## config.mk

```make
export PLATFORM = sky130hd
export DESIGN_NAME = trdb_packet_scheduler
export DESIGN_NICKNAME = d
export VERILOG_FILES = /design/src/rtl/trdb_packet_scheduler.sv
export SDC_FILE = /design/constraint.sdc
export NUM_CORES = 1
export LEC_CHECK = 0
export CAP_MARGIN = 20
export CORE_MARGIN = 2
export CORE_UTILIZATION = 48
export CTS_BUF_LIST = sky130_fd_sc_hd__clkbuf_4
export DETAILED_ROUTE_END_ITERATION = 16
export GPL_TIMING_DRIVEN = 0
export PLACE_DENSITY = 0.71
export REMOVE_ABC_BUFFERS = 1
export SLEW_MARGIN = 5
export SYNTH_ARGS = -nofsm -noshare
export SYNTH_HDL_FRONTEND = slang
export SYNTH_SLANG_ARGS = --single-unit
```

## constraint.sdc

```tcl
create_clock -name clk_i -period 2.35 [get_ports clk_i]
set_clock_uncertainty 0.1 [all_clocks]
set_input_delay 0.235 -clock clk_i [delete_from_list [all_inputs] [get_ports clk_i]]
set_output_delay 0.235 -clock clk_i [all_outputs]
set_load 0.02 [all_outputs]
```

## src/rtl/trdb_packet_scheduler.sv

```systemverilog
// ---------------------------------------------------------------------------
// trdb_packet_scheduler
//
// Sequencing controller for the trace encoder packet datapath. It collects
// packet-emission requests (trap, sync, branch-map-full, uninferable address),
// runs a resync counter that forces a format-3 sync packet every RESYNC_MAX
// retired instructions, and hands one packet descriptor at a time to the
// packet builder over a valid/ready handshake.
//
// Ports:
//   clk_i            clock
//   rst_i            synchronous reset, active-high
//   trace_enable_i   tracing enabled; low flushes pending requests and counter
//   iretired_i       one instruction retired this cycle
//   req_exc_i        exception/interrupt        -> format 3, subformat 1
//   req_sync_i       first instr / priv change  -> format 3, subformat 0
//   req_bmap_i       branch map full            -> format 1
//   req_addr_i       uninferable discontinuity  -> format 2
//   pkt_valid_o      descriptor valid
//   pkt_ready_i      packet builder accepts descriptor
//   pkt_format_o     01 = fmt 1, 10 = fmt 2, 11 = fmt 3
//   pkt_subformat_o  00 = sync, 01 = trap (00 for formats 1/2)
//   pkt_resync_o     descriptor came from the resync counter
//   pending_o        pending flags {addr, bmap, resync, sync, exc}
//   drop_cnt_o       (TRDB_DROP_CNT_EN only) saturating count of cycles in
//                    which a request merged into an already-pending flag
//
// Optional feature macro: TRDB_DROP_CNT_EN
// ---------------------------------------------------------------------------
module trdb_packet_scheduler #(
  parameter int RESYNC_MAX = 16,
  parameter int CNTW       = 16
) (
  input  logic            clk_i,
  input  logic            rst_i,
  input  logic            trace_enable_i,
  input  logic            iretired_i,
  input  logic            req_exc_i,
  input  logic            req_sync_i,
  input  logic            req_bmap_i,
  input  logic            req_addr_i,
  output logic            pkt_valid_o,
  input  logic            pkt_ready_i,
  output logic [1:0]      pkt_format_o,
  output logic [1:0]      pkt_subformat_o,
  output logic            pkt_resync_o,
  output logic [4:0]      pending_o
`ifdef TRDB_DROP_CNT_EN
  ,
  output logic [CNTW-1:0] drop_cnt_o
`endif
);

  typedef enum logic [0:0] {
    IDLE = 1'b0,
    EMIT = 1'b1
  } state_t;

  // Bit positions inside the pending / winner vectors, lowest = highest priority
  localparam int EXC   = 0;
  localparam int SYNC  = 1;
  localparam int RSYNC = 2;
  localparam int BMAP  = 3;
  localparam int ADDR  = 4;

  localparam logic [4:0]      FMT3_MASK = 5'b00111;
  localparam logic [CNTW-1:0] CNT_ZERO  = {CNTW{1'b0}};
  localparam logic [CNTW-1:0] CNT_ONE   = CNTW'(1);
  localparam logic [CNTW-1:0] CNT_LAST  = CNTW'(RESYNC_MAX - 1);

  // Fixed-priority pick: one-hot of the highest-priority set bit
  function automatic logic [4:0] pick_winner(input logic [4:0] set_v);
    logic [4:0] win_v;
    win_v = 5'b00000;
    if (set_v[EXC]) begin
      win_v[EXC] = 1'b1;
    end else if (set_v[SYNC]) begin
      win_v[SYNC] = 1'b1;
    end else if (set_v[RSYNC]) begin
      win_v[RSYNC] = 1'b1;
    end else if (set_v[BMAP]) begin
      win_v[BMAP] = 1'b1;
    end else if (set_v[ADDR]) begin
      win_v[ADDR] = 1'b1;
    end else begin
      win_v = 5'b00000;
    end
    return win_v;
  endfunction

  // Descriptor for a one-hot winner: {format[1:0], subformat[1:0], resync}
  function automatic logic [4:0] decode_desc(input logic [4:0] win_v);
    logic [4:0] desc_v;
    case (win_v)
      5'b00001: desc_v = {2'b11, 2'b01, 1'b0};
      5'b00010: desc_v = {2'b11, 2'b00, 1'b0};
      5'b00100: desc_v = {2'b11, 2'b00, 1'b1};
      5'b01000: desc_v = {2'b01, 2'b00, 1'b0};
      5'b10000: desc_v = {2'b10, 2'b00, 1'b0};
      default:  desc_v = {2'b00, 2'b00, 1'b0};
    endcase
    return desc_v;
  endfunction

  state_t          state_r, state_s;
  logic            valid_r, valid_s;
  logic [1:0]      fmt_r, fmt_s;
  logic [1:0]      sub_r, sub_s;
  logic            rsync_r, rsync_s;
  logic [4:0]      win_r, win_s;
  logic [4:0]      pending_r, pending_s;
  logic [CNTW-1:0] cnt_r, cnt_s;
  logic [CNTW-1:0] cnt_base_s;
  logic [4:0]      in_s;
  logic [4:0]      clr_s;
  logic [4:0]      cand_s;
  logic            hs_s;
  logic            hs_fmt3_s;
  logic            wrap_s;

  // Next-state, counter, pending-flag and descriptor computation
  always_comb begin
    state_s   = state_r;
    valid_s   = valid_r;
    fmt_s     = fmt_r;
    sub_s     = sub_r;
    rsync_s   = rsync_r;
    win_s     = win_r;
    wrap_s    = 1'b0;

    hs_s      = valid_r & pkt_ready_i;
    hs_fmt3_s = hs_s & (|(win_r & FMT3_MASK));
    clr_s     = hs_s ? win_r : 5'b00000;

    // A completed format-3 handshake restarts the count; a retirement in
    // the same cycle still counts as the first one of the new interval.
    cnt_base_s = hs_fmt3_s ? CNT_ZERO : cnt_r;
    if (!trace_enable_i) begin
      cnt_s = CNT_ZERO;
    end else if (iretired_i) begin
      if (cnt_base_s == CNT_LAST) begin
        cnt_s  = CNT_ZERO;
        wrap_s = 1'b1;
      end else begin
        cnt_s  = cnt_base_s + CNT_ONE;
      end
    end else begin
      cnt_s = cnt_base_s;
    end

    if (trace_enable_i) begin
      in_s = {req_addr_i, req_bmap_i, wrap_s, req_sync_i, req_exc_i};
    end else begin
      in_s = 5'b00000;
    end

    // Clear the served flag first so a same-cycle request of that type re-arms it
    if (trace_enable_i) begin
      pending_s = (pending_r & ~clr_s) | in_s;
    end else begin
      pending_s = 5'b00000;
    end

    cand_s = pending_r | in_s;

    case (state_r)
      IDLE: begin
        if (trace_enable_i && (cand_s != 5'b00000)) begin
          win_s                    = pick_winner(cand_s);
          {fmt_s, sub_s, rsync_s}  = decode_desc(pick_winner(cand_s));
          valid_s                  = 1'b1;
          state_s                  = EMIT;
        end else begin
          state_s = IDLE;
        end
      end
      EMIT: begin
        // Descriptor is held; later higher-priority arrivals wait their turn
        if (pkt_ready_i) begin
          valid_s = 1'b0;
          state_s = IDLE;
        end else begin
          state_s = EMIT;
        end
      end
      default: begin
        valid_s = 1'b0;
        state_s = IDLE;
      end
    endcase
  end

  // State, descriptor, pending and counter registers
  always_ff @(posedge clk_i) begin
    if (rst_i) begin
      state_r   <= IDLE;
      valid_r   <= 1'b0;
      fmt_r     <= 2'b00;
      sub_r     <= 2'b00;
      rsync_r   <= 1'b0;
      win_r     <= 5'b00000;
      pending_r <= 5'b00000;
      cnt_r     <= CNT_ZERO;
    end else begin
      state_r   <= state_s;
      valid_r   <= valid_s;
      fmt_r     <= fmt_s;
      sub_r     <= sub_s;
      rsync_r   <= rsync_s;
      win_r     <= win_s;
      pending_r <= pending_s;
      cnt_r     <= cnt_s;
    end
  end

  assign pkt_valid_o     = valid_r;
  assign pkt_format_o    = fmt_r;
  assign pkt_subformat_o = sub_r;
  assign pkt_resync_o    = rsync_r;
  assign pending_o       = pending_r;

`ifdef TRDB_DROP_CNT_EN
  logic            merge_s;
  logic [CNTW-1:0] drop_cnt_r;

  // A request hitting a flag that stays set this cycle is a merge
  assign merge_s = |(in_s & pending_r & ~clr_s);

  // Saturating merge counter, cleared by reset only
  always_ff @(posedge clk_i) begin
    if (rst_i) begin
      drop_cnt_r <= CNT_ZERO;
    end else if (merge_s && (drop_cnt_r != {CNTW{1'b1}})) begin
      drop_cnt_r <= drop_cnt_r + CNT_ONE;
    end else begin
      drop_cnt_r <= drop_cnt_r;
    end
  end

  assign drop_cnt_o = drop_cnt_r;
`endif

endmodule

```

# After elaboration in Yosys (flattened, before gate mapping)

Index checks and enable logic that the tools add are counted.

Multipliers: 0
Divide/modulo/power cells: 0
Bitwise logic cells: 8
Add/sub/neg operators: 1
Reductions and logical operators: 6
Mux-type cells: 27
Equal/unequal tests: 8
Shifts and indexed selects: 0
Magnitude comparators: 0

Operators by type and width:

| operator              | count |
|---|---|
| $mux 16               | 3 |
| $pmux 5 s5            | 1 |
| $add 16x1->16 const B | 1 |
| $eq 16x4->1 const B   | 1 |
| $mux 1                | 14 |
| $mux 4                | 3 |
| $mux 5                | 2 |
| $or 5x5->5            | 2 |
| $and 5x5->5           | 1 |
| $eq 5x1->1 const B    | 1 |
| $eq 5x2->1 const B    | 1 |
| $eq 5x3->1 const B    | 1 |
| $eq 5x4->1 const B    | 1 |
| $eq 5x5->1 const B    | 1 |
| $not 5->5             | 1 |
| $reduce_bool 5->1     | 1 |
| $ne 2x2->1 const B    | 2 |
| $pmux 1 s2            | 2 |
| $reduce_and 2->1      | 2 |
| $mux 3                | 1 |
| $reduce_or 3->1       | 1 |
| $and 1x1->1           | 2 |
| $mux 2                | 1 |
| $not 1->1             | 2 |
| other kinds (2)       | 2 |

Word-level logic and storage cells: 58
Memory bits (read-only): 0
Latch bits: 0
Input port bits: 9
RAM bits: 0
Output and inout bits: 11
Memories: 0
Flip-flop bits (word level): 33

# Longest topological paths before layout

Gate-level depths: netlist (run 1).

Depth in word-level cells: 17
Mapped depth: 10
Mapped depth without buffers: 8

# Worst setup path before layout (run 1)

OpenSTA, ideal clock, no wires.

Path kind: reg-to-reg
Start point: register win_r[0]
End point: register fmt_r[0], in the netlist pkt_format_o[0]
Buffers on the path: 2
Cell stages (with the launch flop): 11
Data arrival time: 2,104 ps
Data required time: 2,118 ps
Slack: 14 ps
Setup time: 132 ps
Period minus slack after synthesis: 2,336 ps
Cell sequence: dfxtp_1 -> o311ai_1 -> buf_2 -> and2_1 -> ha_1 -> nand4_1 -> nor3b_2 -> a22o_4 -> buf_8 -> nand4b_4 -> nor3b_2

Word-level cells in the longest chain between the ends: 15
Elaborated cells between the ends (all ways): 23
Those cells by class: eq/ne: 6; mux: 11; bitwise: 2; reduce/logical: 4

RTL lines:

| item                                    | RTL line | source |
|---|---|---|
| from (decl)                             | 110      | `logic [4:0] win_r, win_s;` |
| from (signal assigned)                  | 210      | `win_r <= win_s;` |
| $reduce_or 3->1 (*)                     | 132      | `hs_fmt3_s = hs_s & (\|(win_r & FMT3_MASK));` |
| $and 1x1->1 (*)                         | 132      |  |
| $mux 16 (*)                             | 137      | `cnt_base_s = hs_fmt3_s ? CNT_ZERO : cnt_r;` |
| $eq 16x4->1 (*)                         | 141      | `if (cnt_base_s == CNT_LAST) begin` |
| $mux 1 (*)                              | 141      |  |
| $mux 1 (*)                              | 140      | `end else if (iretired_i) begin` |
| $mux 5 (*)                              | 151      | `if (trace_enable_i) begin` |
| $or 5x5->5 (*)                          | 164      | `cand_s = pending_r \| in_s;` |
| $mux 1 / $mux 2 (equally long branches) | 79       | `end else if (set_v[RSYNC]) begin` |
| $mux 3                                  | 77       | `end else if (set_v[SYNC]) begin` |
| $mux 4                                  | 75       | `if (set_v[EXC]) begin` |
| $mux 4                                  | 168      | `if (trace_enable_i && (cand_s != 5'b00000)) begin` |
| $mux 4                                  | 166      | `case (state_r)` |
| $eq 5x5->1 (tied with other cells)      | 94       | `case (win_v)` |
| $pmux 5 s5                              | 94       |  |
| to (signal assigned)                    | 207      | `fmt_r <= fmt_s;` |
| to (decl)                               | 107      | `logic [1:0] fmt_r, fmt_s;` |

Every way passes the cells marked *; elsewhere a longest branch is shown, timed or not. The select of a mux whose other input is x is not followed.
A chain may end at the register's enable or synchronous reset.

# Final worst setup path (run 1)

Same ends and word-level chain as after synthesis.

==> results of run 1 <==
worst max-delay path by stage:
stage / slack [ps] / depth (start not counted) / end / from
after global routing: -90 / 8 / pkt_format_o[0] / win_r[0]
after detailed placement: -490 / 8 / pkt_format_o[0] / win_r[0]
after CTS: 20 / 8 / pkt_format_o[0] / win_r[2]
after global placement: -880 / 8 / pkt_format_o[0] / win_r[0]
final: 40 / 8 / pkt_format_o[0] / win_r[0]
after floorplan: -310 / 8 / pkt_format_o[0] / win_r[0]
per-layer routing:
metal / up-vias / share of wire [%]
met3: 5 / 4.2
met4: 0 / 1.4
met2: 29 / 47
li1: 639 / -
met5: - / 0
met1: 600 / 47
state kept, by name, indices dropped and copies added (netlist names):
register	cells
cnt_r	16
pending_o	5
pkt_format_o	2
pkt_resync_o	1
pkt_subformat_o	1
pkt_valid_o	1
state_r	1
win_r	5
power groups by stage:
stage | registers [mW] | logic (mW) | clock network (mW)
floorplan | 0.594 | 0.0595 | 0
global placement | 0.583 | 0.123 | 0
detailed placement | 0.584 | 0.125 | 0
CTS | 0.573 | 0.127 | 0.430
global route | 0.576 | 0.144 | 0.450
finish | 0.573 | 0.133 | 0.417
metrics by stage:
step                      util [%]  setup slack [ps]
final                         61.0              43.1
after global routing          61.0             -85.1
after CTS                     59.3              21.3
after detailed placement      55.8              -495
after global placement        55.6              -879
after floorplan                  -              -314
kinds of logic after synthesis:
logic type / share of synthesized area, %
flops: 43.1
xor+xnor: 8.84
mux: 1.35
simple gates: 31.5
buf+inv: 3.11
fa+ha+maj: 0.842
other cells: 0.252
compound gates: 11.0
layout make-up:
class | count | area (um2)
multi-input cells | 132 | 840
flip-flops and latches | 32 | 646
inverters | 2 | 7.51
well taps | 33 | 41.3
repair buffers | 23 | 218
clock inverters | 2 | 35.0
clock buffers | 6 | 45.0
fillers | 273 | 1170
cell usage after synthesis, types with 2 or more instances:
master / n
sky130_fd_sc_hd__and2_1: 3
sky130_fd_sc_hd__dfxtp_1: 32
sky130_fd_sc_hd__clkbuf_1: 3
sky130_fd_sc_hd__a21o_1: 2
sky130_fd_sc_hd__nand4_1: 5
sky130_fd_sc_hd__mux2i_1: 2
sky130_fd_sc_hd__nand3_1: 5
sky130_fd_sc_hd__xnor2_1: 7
sky130_fd_sc_hd__nand2b_1: 3
sky130_fd_sc_hd__nor3_1: 6
sky130_fd_sc_hd__nor4_1: 3
sky130_fd_sc_hd__nor2_1: 27
sky130_fd_sc_hd__a21oi_1: 13
sky130_fd_sc_hd__and3_1: 2
sky130_fd_sc_hd__o21a_1: 2
sky130_fd_sc_hd__nand2_1: 24
sky130_fd_sc_hd__xor2_1: 8
sky130_fd_sc_hd__and4_1: 2
sky130_fd_sc_hd__nor3b_2: 2
sky130_fd_sc_hd__inv_1: 2
worst max-delay path, delay by kind of cell (launching register included):
| kind | cells | cell delay [ps] |
|---|---|---|
| and+or+nand+nor | 5 | 990 |
| AOI/OAI and AO/OA | 2 | 590 |
| DFF | 1 | 370 |
| adders and majority gates | 1 | 140 |
repair_timing:
action                                  in CTS  in global routing
pin swaps                                    2                  9
gates resized for setup                      1                  8
setup buffers                                2                  3
endpoints found under the setup margin      26                 25
==> flow_metrics.py, run 1 <==
metrics = {
    "sta": {
        "holdWs_ps": 373,
        "unrepaired_setup_endpoints_after_global_routing": "true",
        "drv_slew": 0,
        "layout_worst_path_cycle_share_pct": 98.2,
        "finalWorstPathRequiredPeriod_ps": 2310,
        "timing_hold_violations_final": 0,
        "final.setup.tns_ps": 0,
        "finalSetupViolCount": 0,
        "fmax_mhz": 433,
    },
    "logic_synthesis": {
        "number_of_enable_type_register_cells_in_the_synthesized_netlist": 0,
        "syn_area_cell_um2": 8.64,
        "synth.top_cells.by_area": "sky130_fd_sc_hd__dfxtp_1 43%, sky130_fd_sc_hd__nor2_1 6.8%, sky130_fd_sc_hd__nand2_1 6.1%, sky130_fd_sc_hd__xor2_1 4.7%, sky130_fd_sc_hd__a21oi_1 4.4%",
        "syn-instance-count": 172,
        "synth_flop_cell": "sky130_fd_sc_hd__dfxtp_1",
        "yosysWarnings": 0,
        "synth-seq-area-share_pct": 43.1,
        "area_fraction_of_the_dominant_cell_type_after_synthesis_pct": 43.1,
        "mappedNetlistArea_um2": 1490,
        "netlist.top_cell.by_area": "sky130_fd_sc_hd__dfxtp_1",
        "yosysUniqueCellTypes": 39,
        "synth_seq_cells": 32,
        "synth_async_sr_flop_share_pct": 0,
    },
    "worst_setup_path": {
        "critical_path.startpoint_type": "flip-flop",
        "type_of_element_capturing_the_critical_path": "flip-flop",
        "timing.setup.critical_path_class": "reg -> reg",
        "cp_max_fo": 8,
        "worst_path_most_repeated_cell": "sky130_fd_sc_hd__nor3b_2",
        "timing.reg2reg.worst_path_depth": 8,
        "r2r_end": "pkt_format_o[0]",
        "crit_path_cell_trace": "o311ai_4, and2_4, ha_4, nand4_1, nor3b_2, a22o_4, nand4b_4, nor3b_2",
        "r2r_setup_slack_ps": 40,
        "cp_data_arrival_time_ps": 2420,
        "data_required_time_of_the_critical_path_ps": 2460,
        "delay_contributed_by_the_slowest_stage_of_the_critical_path_ps": 370,
        "critical-path-slowest-cell": "sky130_fd_sc_hd__dfxtp_4",
        "worst_r2r_startpoint": "win_r[0]",
    },
    "power_and_ir_drop": {
        "power_frac_comb_pct": 11.8,
        "netSwitchingPower_mw": 0.266,
        "power.density_cell_area_nw_per_um2": 613,
        "ir_worst_vdd_mv": 0.297,
        "power.share.switching_pct": 23.7,
        "power_mw": 1.12,
        "leakagePower_nw": 0.631,
        "p_int_mw": 0.857,
        "pwr-share-seq_pct": 51.1,
        "power_frac_clock_pct": 37.1,
    },
    "global_routing": {
        "grt_first_pass_wirelength_mm": 5.14,
        "grt_overflow_total": 0,
        "grt_util_met3_pct": 3.90,
        "first_global_vias": 1168,
        "global_route_layer_with_the_greatest_usage": "met2",
        "grt_util_met2_pct": 30.6,
        "grt_antenna_before_repair": 0,
        "grt_max_degree": 12,
        "global_route.usage.met1_pct": 25.6,
        "grtUsageTotal_pct": 19.4,
    },
    "floorplan": {
        "initial_utilization_pct": 49.5,
        "die_area_um2": 3560,
        "core.rowCount": 20,
        "boundaryPins": 20,
        "die-width_um": 59.7,
        "floorplan_core_area_um2": 3000,
        "fp.dieH_um": 59.7,
    },
    "outcome": {
        "status": "completed",
    },
    "drt": {
        "drt_drc_violations_left": 0,
        "drtPass1Iterations": 4,
        "routed_via_density": 5.53,
        "drtAntennaViolNets": 0,
        "drt_first_iter_violations": 43,
        "routed-via-count": 1273,
        "post_drt_wl_per_cell_um": 13.5,
        "drt_wl_total_mm": 3.10,
    },
    "clock_tree": {
        "cts.path.max_buffers": 2,
        "clock_latency_ps": 330,
        "cts_tree": "done",
        "cts-root-buf": "sky130_fd_sc_hd__clkbuf_4",
        "clkTransAtPathRegs_ps": 100,
        "holdBufCountCts": 0,
        "cts_sinks": 32,
        "cts.htree.levels": 2,
        "numCtsBuffers": 5,
    },
    "run": {
        "timing.max_cap.violations": 0,
    },
    "final_layout": {
        "design_area_um2": 1830,
        "antennaDiodeCount": 0,
        "layout.cells.non_filler": 230,
        "layout_stage_area_growth_over_the_synthesis_result_pct": 23.2,
        "layout-drive-gt1-share_pct": 15.2,
        "layout_common_cells": "30 x sky130_fd_sc_hd__dfxtp_1, 27 x sky130_fd_sc_hd__nor2_1, 24 x sky130_fd_sc_hd__nand2_1",
        "nets": 206,
        "final_common_cell": "sky130_fd_sc_hd__dfxtp_1",
    },
    "placed_design": {
        "placed_cells_incl_taps": 217,
        "cell_area_after_placement_um2": 1680,
        "post-dp-hpwl_mm": 2.25,
        "numPortBuffers": 18,
        "place_congestion": 0.810,
    },
    "min_path": {
        "hold_class": "reg -> reg",
        "hold-path-cell-count": 1,
        "startpoint_of_the_lowest_slack_hold_path": "pkt_subformat_o[0]",
        "timing.hold.worst_endpoint": "pkt_subformat_o[0]",
    },
}
No activity file was read; power rests on OpenSTA's default activity.
==> inputs of run 2 (changes only) <==
Settings changed: CTS_CLUSTER_DIAMETER from default to 80.
==> results of run 2 <==
The final DEF is identical to that of run 1; final timing and power are the same.
==> inputs of run 3 (changes only) <==
--- a/constraint.sdc
+++ b/constraint.sdc
@@ -4,2 +4,2 @@
 set_output_delay 0.235 -clock clk_i [all_outputs]
-set_load 0.02 [all_outputs]
+set_load 0.1 [all_outputs]
==> results of run 3 <==
Same layout as run 1 (identical final DEF). Status: completed.
Main changes from that run: total power 1.12 mW -> 1.19 mW
